[src/rtl/ball_game_pkg.sv]
// Shared constants, state encoding and ball-size lookup for the ball game controller.
package ball_game_pkg;

  localparam int unsigned H_ACTIVE     = 640;
  localparam int unsigned V_ACTIVE     = 480;
  localparam int unsigned SPEED_INIT   = 2;
  localparam int unsigned SPEED_MAX    = 8;
  localparam int unsigned VY_SPEED     = 2;
  localparam int unsigned SERVE_FRAMES = 60;
  localparam int unsigned HIT_THRESH   = 16;
  localparam int unsigned SCORE_MAX    = 99;

  localparam int unsigned POS_W   = 10;
  localparam int unsigned CALC_W  = 12;
  localparam int unsigned VEL_W   = 5;
  localparam int unsigned HIT_W   = 10;
  localparam int unsigned SCORE_W = 8;
  localparam int unsigned SERVE_W = 6;
  localparam int unsigned LFSR_W  = 8;

  localparam logic [POS_W-1:0]  CENTER_X  = POS_W'(310);
  localparam logic [POS_W-1:0]  CENTER_Y  = POS_W'(230);
  localparam logic [LFSR_W-1:0] LFSR_SEED = 8'hA5;

  typedef enum logic [1:0] {IDLE, SERVE, PLAY, OVER} state_t;

  function automatic logic [6:0] ball_size(input logic [1:0] sel);
    case (sel)
      2'd0:    return 7'd20;
      2'd1:    return 7'd40;
      default: return 7'd64;
    endcase
  endfunction

endpackage

[src/rtl/ball_lfsr.sv]
// Free-running 8-bit Fibonacci LFSR (x^8+x^6+x^5+x^4+1); exposes the low bits used for serve randomness.
module ball_lfsr
  import ball_game_pkg::*;
(
  input  logic              clk,
  input  logic              reset,
  input  logic              en,
  input  logic [LFSR_W-1:0] seed,
  output logic [2:0]        rnd
);

  logic [LFSR_W-1:0] lfsr_q, lfsr_d;

  always_comb begin
    lfsr_d = lfsr_q;
    if (en) lfsr_d = {lfsr_q[6:0], lfsr_q[7] ^ lfsr_q[5] ^ lfsr_q[4] ^ lfsr_q[3]};
  end

  always_ff @(posedge clk or posedge reset) begin
    if (reset) lfsr_q <= seed;
    else       lfsr_q <= lfsr_d;
  end

  assign rnd = lfsr_q[2:0];

endmodule

[src/rtl/ball_game_ctrl.sv]
// Per-frame game/physics controller: serve timing, ball motion, paddle hits, score and game-over.
module ball_game_ctrl
  import ball_game_pkg::*;
(
  input  logic               clk,
  input  logic               reset,
  input  logic [POS_W-1:0]   x_pixel,
  input  logic [POS_W-1:0]   y_pixel,
  input  logic               is_hit_area,
  input  logic               color_Diff,
  input  logic               btn_start,
  output logic [POS_W-1:0]   ball_x,
  output logic [POS_W-1:0]   ball_y,
  output logic [1:0]         rand_ball,
  output logic [SCORE_W-1:0] score,
  output logic               game_over,
  output logic               is_idle
);

  localparam logic [VEL_W-1:0] VX_INIT = VEL_W'(SPEED_INIT);
  localparam logic [VEL_W-1:0] VX_MAX  = VEL_W'(SPEED_MAX);
  localparam logic [VEL_W-1:0] VY_POS  = VEL_W'(VY_SPEED);
  localparam logic [VEL_W-1:0] VY_NEG  = VEL_W'(0) - VY_POS;

  state_t             state_q, state_d;
  logic [POS_W-1:0]   x_q, x_d, y_q, y_d;
  logic [VEL_W-1:0]   vx_q, vx_d, vy_q, vy_d;
  logic [1:0]         size_q, size_d;
  logic [SCORE_W-1:0] score_q, score_d;
  logic [SERVE_W-1:0] serve_q, serve_d;
  logic [HIT_W-1:0]   hit_q, hit_d;
  logic               game_over_q, game_over_d;
  logic               is_idle_q, is_idle_d;

  logic [2:0]         rnd;
  logic               frame_tick, hit_px, frame_hit;
  logic [CALC_W-1:0]  size_px, nx, ny;
  logic [VEL_W-1:0]   vx_abs, vx_inc;

  ball_lfsr u_lfsr (
    .clk   (clk),
    .reset (reset),
    .en    (1'b1),
    .seed  (LFSR_SEED),
    .rnd   (rnd)
  );

  assign frame_tick = (x_pixel == '0) && (y_pixel == POS_W'(V_ACTIVE));
  assign hit_px     = is_hit_area && color_Diff && (y_pixel < POS_W'(V_ACTIVE));

  // Velocities are 5-bit two's complement; positions are evaluated in 12 bits so overshoot is visible.
  assign size_px   = CALC_W'(ball_size(size_q));
  assign nx        = CALC_W'(x_q) + {{(CALC_W-VEL_W){vx_q[VEL_W-1]}}, vx_q};
  assign ny        = CALC_W'(y_q) + {{(CALC_W-VEL_W){vy_q[VEL_W-1]}}, vy_q};
  assign vx_abs    = vx_q[VEL_W-1] ? (~vx_q + VEL_W'(1)) : vx_q;
  assign vx_inc    = (vx_abs >= VX_MAX) ? VX_MAX : (vx_abs + VEL_W'(1));
  assign frame_hit = (hit_q >= HIT_W'(HIT_THRESH)) && !vx_q[VEL_W-1] && (vx_q != '0);

  // Overlap counter: saturates, sampled and cleared on frame_tick.
  always_comb begin
    hit_d = hit_q;
    if (frame_tick)                hit_d = '0;
    else if (hit_px && hit_q != '1) hit_d = hit_q + HIT_W'(1);
  end

  always_comb begin
    state_d = state_q;
    x_d     = x_q;
    y_d     = y_q;
    vx_d    = vx_q;
    vy_d    = vy_q;
    size_d  = size_q;
    score_d = score_q;
    serve_d = serve_q;
    case (state_q)
      IDLE: begin
        x_d = CENTER_X;
        y_d = CENTER_Y;
        if (btn_start) begin
          state_d = SERVE;
          size_d  = (rnd[1:0] == 2'd3) ? 2'd2 : rnd[1:0];
          vy_d    = rnd[2] ? VY_NEG : VY_POS;
          serve_d = '0;
        end
      end
      SERVE: begin
        if (frame_tick) begin
          if (serve_q == SERVE_W'(SERVE_FRAMES - 1)) begin
            state_d = PLAY;
            vx_d    = VX_INIT;
            serve_d = '0;
          end else begin
            serve_d = serve_q + SERVE_W'(1);
          end
        end
      end
      PLAY: begin
        if (frame_tick) begin
          if (ny[CALC_W-1] || ny == '0) begin
            y_d  = '0;
            vy_d = VY_POS;
          end else if (ny + size_px >= CALC_W'(V_ACTIVE)) begin
            y_d  = POS_W'(CALC_W'(V_ACTIVE) - size_px);
            vy_d = VY_NEG;
          end else begin
            y_d = POS_W'(ny);
          end
          // A hit takes priority over a right-edge miss in the same frame.
          if (frame_hit) begin
            vx_d = ~vx_inc + VEL_W'(1);
            if (score_q != SCORE_W'(SCORE_MAX)) score_d = score_q + SCORE_W'(1);
          end else if (nx[CALC_W-1] || nx == '0) begin
            x_d  = '0;
            vx_d = vx_abs;
          end else if (nx + size_px > CALC_W'(H_ACTIVE)) begin
            x_d     = POS_W'(CALC_W'(H_ACTIVE) - size_px);
            state_d = OVER;
          end else begin
            x_d = POS_W'(nx);
          end
        end
      end
      OVER: begin
        if (btn_start) begin
          state_d = IDLE;
          score_d = '0;
          x_d     = CENTER_X;
          y_d     = CENTER_Y;
        end
      end
      default: state_d = IDLE;
    endcase
    game_over_d = (state_d == OVER);
    is_idle_d   = (state_d == IDLE) || (state_d == SERVE);
  end

  always_ff @(posedge clk or posedge reset) begin
    if (reset) begin
      state_q     <= IDLE;
      x_q         <= CENTER_X;
      y_q         <= CENTER_Y;
      vx_q        <= '0;
      vy_q        <= VY_POS;
      size_q      <= '0;
      score_q     <= '0;
      serve_q     <= '0;
      hit_q       <= '0;
      game_over_q <= 1'b0;
      is_idle_q   <= 1'b1;
    end else begin
      state_q     <= state_d;
      x_q         <= x_d;
      y_q         <= y_d;
      vx_q        <= vx_d;
      vy_q        <= vy_d;
      size_q      <= size_d;
      score_q     <= score_d;
      serve_q     <= serve_d;
      hit_q       <= hit_d;
      game_over_q <= game_over_d;
      is_idle_q   <= is_idle_d;
    end
  end

  assign ball_x    = x_q;
  assign ball_y    = y_q;
  assign rand_ball = size_q;
  assign score     = score_q;
  assign game_over = game_over_q;
  assign is_idle   = is_idle_q;

endmodule

[config.mk]
export PLATFORM = sky130hd
export DESIGN_NAME = ball_game_ctrl
export DESIGN_NICKNAME = d
export VERILOG_FILES = /design/src/rtl/ball_game_pkg.sv /design/src/rtl/ball_lfsr.sv /design/src/rtl/ball_game_ctrl.sv
export SDC_FILE = /design/constraint.sdc
export NUM_CORES = 1
export LEC_CHECK = 0
export CAP_MARGIN = 40
export CELL_PAD_IN_SITES_DETAIL_PLACEMENT = 1
export CELL_PAD_IN_SITES_GLOBAL_PLACEMENT = 1
export CORE_MARGIN = 4
export CORE_UTILIZATION = 47
export CTS_CLUSTER_DIAMETER = 80
export CTS_CLUSTER_SIZE = 12
export DETAILED_ROUTE_END_ITERATION = 8
export PLACE_DENSITY = 0.88
export SYNTH_ARGS = -nofsm -noshare
export SYNTH_HDL_FRONTEND = slang
export SYNTH_SLANG_ARGS = --single-unit
[constraint.sdc]
create_clock -name clk -period 6.15 [get_ports clk]
set_input_delay 1.5375 -clock clk [delete_from_list [all_inputs] [get_ports clk]]
set_output_delay 1.5375 -clock clk [all_outputs]
set_load 0.01 [all_outputs]
==> results.cfg, run 1 <==
[run_status]
status = finished clean

[timing]
period_needed_ps = 4382
final.setup.tns_ps = 0
fmax_ghz = 0.2282
grt_setup_unrepaired = no
finalSetupViolations = 0
worst_pin_slew_ps = 818.5
final_max_slew_viol_count = 0
hold_violations = 0
slew_headroom_pct = 45.43
fin_ws_ps = 1768
period_share_pct = 71.25
finalClockSkew_ps = 9.432

[logic_synthesis]
synth_ff_type = dfrtp_1
ys_seq_area_share_pct = 31.36
netlist_instances = 593
syn_avg_cell_area_um2 = 8.579
synth.distinct_cells = 71
ys_ff_latch = 63
synth_edf_count = 0
syn_area_um2 = 5087
syn-num-nets = 664
async_flop_share_pct = 100.0
yosys_warnings = 0

[drt]
via_per_inst = 6.207
drt-pass1-iter-count = 4
ant_nets = 0
vias = 4928
drt_iter0_drc = 292
wl_um = 15330
wl_per_cell_um = 19.30
drc = 0

[die]
die_w_um = 112.0
die_y_um = 112.0
fp-row-count = 37
dieArea_um2 = 12550
core_um2 = 10420
ios = 57
start_util_pct = 48.84

[worst_setup_path]
timing.rr.end = ball_x[4]$_DFFE_PP1P_
worst-r2r-setup-slack_ps = 1770
reg2reg_depth = 15
startpoint_type = flip-flop
crit_fanout = 8
rr_startpoint = vx_q[0]$_DFFE_PP0P_
cp.required_ps = 6420
setup.worst_path.end_class = flip-flop
critical_path_class = flip-flop to flip-flop
crit_arrival_ps = 4650

[min_path]
min_path_type = flip-flop to flip-flop
min_path_cells = 0
min_to = u_lfsr.lfsr_q[7]$_DFF_PP1_
worstHoldStart = u_lfsr.lfsr_q[6]$_DFF_PP0_

[run]
drv_cap = 0

[final_layout]
drive_above_1_share_pct = 7.295
mostFrequentLayoutCells = nand2_1, nor2_1, clkdlybuf4s50_1
final_nets = 724
fillers = 1235
syn_to_final_growth_pct = 17.81
final_common_cell = nand2_1
antenna_cells = 0

[placed_design]
place_congestion = 0.9032
place_hpwl_um = 11770
post-place-ws_ps = 1694
port-buffer-count = 55

[global_routing]
antenna_found_initial = 0
track_usage_pct = 24.88
grt_pass1_vias = 5189
gr-total-overflow = 0
grt_pass1_wl_um = 25860
grt_max_degree = 64

[clock_network]
clkSinkCount = 63
cts-htree-levels = 3
clock_latency_ps = 350
cts_tree = built
cts_buffers = 9
postCtsSetupRepairBufs = 0
ctsResizeCount = 0
cts_max_path_buffers = 2
cts.reportedPaths.clkPinSlew_ps = 80
cts_root_buf = clkbuf_8
ctsHoldBuffers = 0

[pwr]
pwr_density_cell_nw_per_um2 = 150.1
vdd_drop_max_mv = 0.1154
p_leak_uw = 0.002638
==> where the power goes <==
group | total, uW | switching [uW] | leakage (uW) | internal, uW
clock network | 381 | 172 | 0.000105 | 209
logic | 74.6 | 37.4 | 0.00175 | 37.2
registers | 444 | 15.2 | 0.000788 | 429
total | 899 | 225 | 0.00264 | 674
==> sequential cells by signal, summed over array words and instances (netlist names) <==
register,count
vy_q,1
ball_y,9
state_q,2
u_lfsr.lfsr_q,8
rand_ball,2
is_idle,1
vx_q,5
game_over,1
hit_q,10
serve_q,6
ball_x,10
score,8
==> cells in the mapped netlist, drive strengths merged, types with 11 or more instances <==
| cell type | count | area (um2) |
|---|---|---|
| xnor2 | 25 | 219.0 |
| xor2 | 12 | 105.1 |
| nor3 | 16 | 80.08 |
| nor2 | 55 | 206.5 |
| nand4 | 13 | 81.33 |
| inv | 26 | 97.59 |
| and3 | 11 | 73.82 |
| o21ai | 43 | 215.2 |
| nand3 | 15 | 75.07 |
| ha | 42 | 525.5 |
| nand2 | 56 | 210.2 |
| a21o | 14 | 105.1 |
| a21oi | 43 | 219.0 |
| dfrtp | 48 | 1201 |
| dfstp | 15 | 394.1 |
| or3 | 11 | 68.82 |
==> metrics by stage <==
stage / power [uW] / util (%) / instance area, um2 / instances / hold slack (ps)
2_1_floorplan: 491.8 / - / 5087 / 593 / 333.0
3_3_place_gp: 521.4 / 55.54 / 5786 / 778 / 337.2
3_5_place_dp: 525.7 / 55.54 / 5786 / 778 / 345.2
4_1_cts: 906.2 / 57.54 / 5993 / 794 / 353.8
5_1_grt: 940.3 / 57.54 / 5993 / 794 / 356.1
6_report: 899.3 / 57.54 / 5993 / 794 / 348.8
==> metal layers <==
layer	share of wire, %	vias to the layer above	GRT usage [%]
met4	2.6	0	9.776
met2	50	139	43.33
met5	0	-	0
li1	-	2343	-
met3	4.7	36	3.396
met1	43	2410	31.28
==> how the worst max path moves through the flow <==
stage               cells after the start  slack (ps)                 from               endpoint
global placement                       11        1850           x_pixel[4]  ball_x[4]$_DFFE_PP1P_
global route                           15        1530  vx_q[0]$_DFFE_PP0P_  ball_x[4]$_DFFE_PP1P_
finish                                 15        1770  vx_q[0]$_DFFE_PP0P_  ball_x[4]$_DFFE_PP1P_
floorplan                              15        2360  vx_q[0]$_DFFE_PP0P_  ball_x[4]$_DFFE_PP1P_
CTS                                    15        1800  vx_q[0]$_DFFE_PP0P_  ball_x[4]$_DFFE_PP1P_
detailed placement                     11        1690           x_pixel[7]  ball_x[4]$_DFFE_PP1P_
==> logic make-up (layout without fill, tap and decap cells) <==
family / count (synthesis) / count (layout) / share of synthesized area, %
adder cells (fa/ha/maj): 46 / 46 / 11.90
AND/OR/NAND/NOR: 225 / 225 / 22.48
flip-flops: 63 / 63 / 31.36
other: 1 / 1 / 0.07371
AO/OA/AOI/OAI: 179 / 179 / 23.36
XOR/XNOR: 37 / 37 / 6.370
multiplexers: 7 / 7 / 1.648
buffers and inverters: 35 / 100 / 2.804
==> worst max-delay path, stage by stage, from the launching register on <==
cell       delay (ps)
dfrtp_1           470
ha_1              280
fa_1              440
a21o_1            240
a21oi_1           190
xnor2_1           240
ha_1              350
a21o_1            170
a21oi_1           250
xnor2_1           160
nand4_1           140
a221o_1           350
o2111ai_1         110
a22oi_1           250
or4_1             580
o221ai_1           90
==> final cells by class <==
type | instances | area [um2] | share of cell area [%]
Clock inverter | 5 | 56.30 | 0.9395
Timing Repair Buffer | 58 | 573.1 | 9.562
Inverter | 26 | 97.59 | 1.628
Sequential cell | 63 | 1595 | 26.62
Multi-Input combinational cell | 495 | 3349 | 55.89
Tap cell | 136 | 170.2 | 2.839
Clock buffer | 11 | 151.4 | 2.526
Note: power is estimated with default switching activity, not from simulation.
==> run 2: changes to the inputs <==
--- a/config.mk
+++ b/config.mk
@@ -9,11 +9,11 @@
 export CELL_PAD_IN_SITES_DETAIL_PLACEMENT = 1
 export CELL_PAD_IN_SITES_GLOBAL_PLACEMENT = 1
 export CORE_MARGIN = 4
-export CORE_UTILIZATION = 47
+export CORE_UTILIZATION = 44
 export CTS_CLUSTER_DIAMETER = 80
 export CTS_CLUSTER_SIZE = 12
 export DETAILED_ROUTE_END_ITERATION = 8
-export PLACE_DENSITY = 0.88
+export PLACE_DENSITY = 0.83
 export SYNTH_ARGS = -nofsm -noshare
 export SYNTH_HDL_FRONTEND = slang
 export SYNTH_SLANG_ARGS = --single-unit
==> constraint.sdc (replaced) <==
create_clock -name clk -period 4.5 [get_ports clk]
set_input_delay 1.125 -clock clk [delete_from_list [all_inputs] [get_ports clk]]
set_output_delay 1.125 -clock clk [all_outputs]
set_load 0.01 [all_outputs]
==> results.cfg, run 2 (synthesis gave the netlist of run 1 again) <==
[die]
ios = 57
fp-row-count = 39
core_um2 = 11370
dieArea_um2 = 13350
die_w_um = 115.5
die_y_um = 115.5
start_util_pct = 44.75

[timing]
period_share_pct = 93.32
final_max_slew_viol_count = 0
worst_pin_slew_ps = 682.8
finalSetupViolations = 0
fin_ws_ps = 300.8
slew_headroom_pct = 54.48
final.setup.tns_ps = 0
finalClockSkew_ps = 9.162
fmax_ghz = 0.2381
period_needed_ps = 4199
hold_violations = 0
grt_setup_unrepaired = no

[placed_design]
place_hpwl_um = 11870
port-buffer-count = 55
post-place-ws_ps = 304.5
placed_cells = 790
place_congestion = 0.9209

[min_path]
min_path_cells = 0
min_path_type = flip-flop to flip-flop

[worst_setup_path]
timing.critical_path.to = ball_x[5]$_DFFE_PP1P_
worst-r2r-setup-slack_ps = 300
crit_fanout = 8
startpoint_type = flip-flop
crit_arrival_ps = 4460
reg2reg_depth = 15
critical_path_class = flip-flop to flip-flop
crit_start = vx_q[0]$_DFFE_PP0P_
setup.worst_path.end_class = flip-flop
rr_startpoint = vx_q[0]$_DFFE_PP0P_
timing.rr.end = ball_x[5]$_DFFE_PP1P_
cp.required_ps = 4760

[clock_network]
postCtsSetupRepairBufs = 0
cts_max_path_buffers = 2
cts_root_buf = clkbuf_16
cts_buffers = 9
clock_latency_ps = 340
clkSinkCount = 63
cts-htree-levels = 3
cts_tree = built
cts.reportedPaths.clkPinSlew_ps = 50

[global_routing]
grt_pass1_vias = 5100
gr-total-overflow = 0
grt_pass1_wl_um = 25240
antenna_found_initial = 0
track_usage_pct = 23.55
grt_max_degree = 35

[drt]
drt-pass1-iter-count = 4
vias = 4903
via_per_inst = 6.083
drt_iter0_drc = 313
ant_nets = 0
routed-wl-met2_um = 7509
topRoutingLayerUsed = met4
wl_met1_um = 6961
drc = 0
wl_per_cell_um = 18.80
dr_wl_met3_um = 442
wl_um = 15160

[final_layout]
final_nets = 729
syn_to_final_growth_pct = 20.14
mostFrequentLayoutCells = nand2_1, nor2_1, clkdlybuf4s50_1
drive_above_1_share_pct = 7.391
instances_no_fill = 806
final_common_cell = nand2_1
antenna_cells = 0

[pwr]
pwr_density_cell_nw_per_um2 = 220.7
power_uw = 1349
p_leak_uw = 0.002691
vdd_drop_max_mv = 0.1925

[run_status]
status = finished clean

[run]
drv_cap = 0
run 2: worst max-delay path, stage by stage (launching register included):
cell,delay (ps)
dfrtp_1,460
ha_1,270
fa_1,440
a21o_1,240
a21oi_1,180
xnor2_1,210
ha_1,340
a21o_1,170
a21oi_1,220
xnor2_1,160
nand4_1,140
a221o_1,350
o2111ai_1,120
a22o_1,320
a211oi_1,140
o32a_1,360
run 2: repair_timing:
action	4_1_cts	5_1_grt
endpoints found under the setup margin	0	2
hold buffers	0	0
resized for setup	0	1
run 2: final cells by class:
| class | instances | area, um2 |
|---|---|---|
| Clock buffer | 15 | 257.7 |
| Clock inverter | 1 | 5.005 |
| Fill cell | 1380 | 5258 |
| Inverter | 26 | 97.59 |
| Multi-Input combinational cell | 495 | 3354 |
| Sequential cell | 63 | 1595 |
| Tap cell | 143 | 178.9 |
| Timing Repair Buffer | 63 | 623.1 |
run 2: layer usage:
layer	GRT usage [%]	vias to the layer above
met5	0	-
met4	6.338	0
met3	4.073	21
met2	41.20	81
met1	30.07	2451
li1	-	2350
run 2: worst min path at each step:
stage                          startpoint                         end  slack [ps]
2_1_floorplan  u_lfsr.lfsr_q[6]$_DFF_PP0_  u_lfsr.lfsr_q[7]$_DFF_PP1_         330
3_3_place_gp   u_lfsr.lfsr_q[6]$_DFF_PP0_  u_lfsr.lfsr_q[7]$_DFF_PP1_         340
3_5_place_dp   u_lfsr.lfsr_q[6]$_DFF_PP0_  u_lfsr.lfsr_q[7]$_DFF_PP1_         350
4_1_cts        u_lfsr.lfsr_q[6]$_DFF_PP0_  u_lfsr.lfsr_q[7]$_DFF_PP1_         370
5_1_grt        u_lfsr.lfsr_q[6]$_DFF_PP0_  u_lfsr.lfsr_q[7]$_DFF_PP1_         370
6_report       u_lfsr.lfsr_q[6]$_DFF_PP0_  u_lfsr.lfsr_q[7]$_DFF_PP1_         360
run 2: metrics by stage:
stage	instance area (um2)	hold slack, ps	utilization [%]
detailed placement	5844	345.5	51.40
global route	6112	372.3	53.76
finish	6112	363.4	53.76
CTS	6107	366.1	53.71
global placement	5824	338.7	51.23
floorplan	5087	333.0	-
run 2: power breakdown:
group | internal (uW) | leakage, uW | switching [uW]
logic | 53.5 | 0.00178 | 55.1
registers | 587 | 0.000788 | 21.3
clock network | 388 | 0.000128 | 244
total | 1030 | 0.00269 | 321
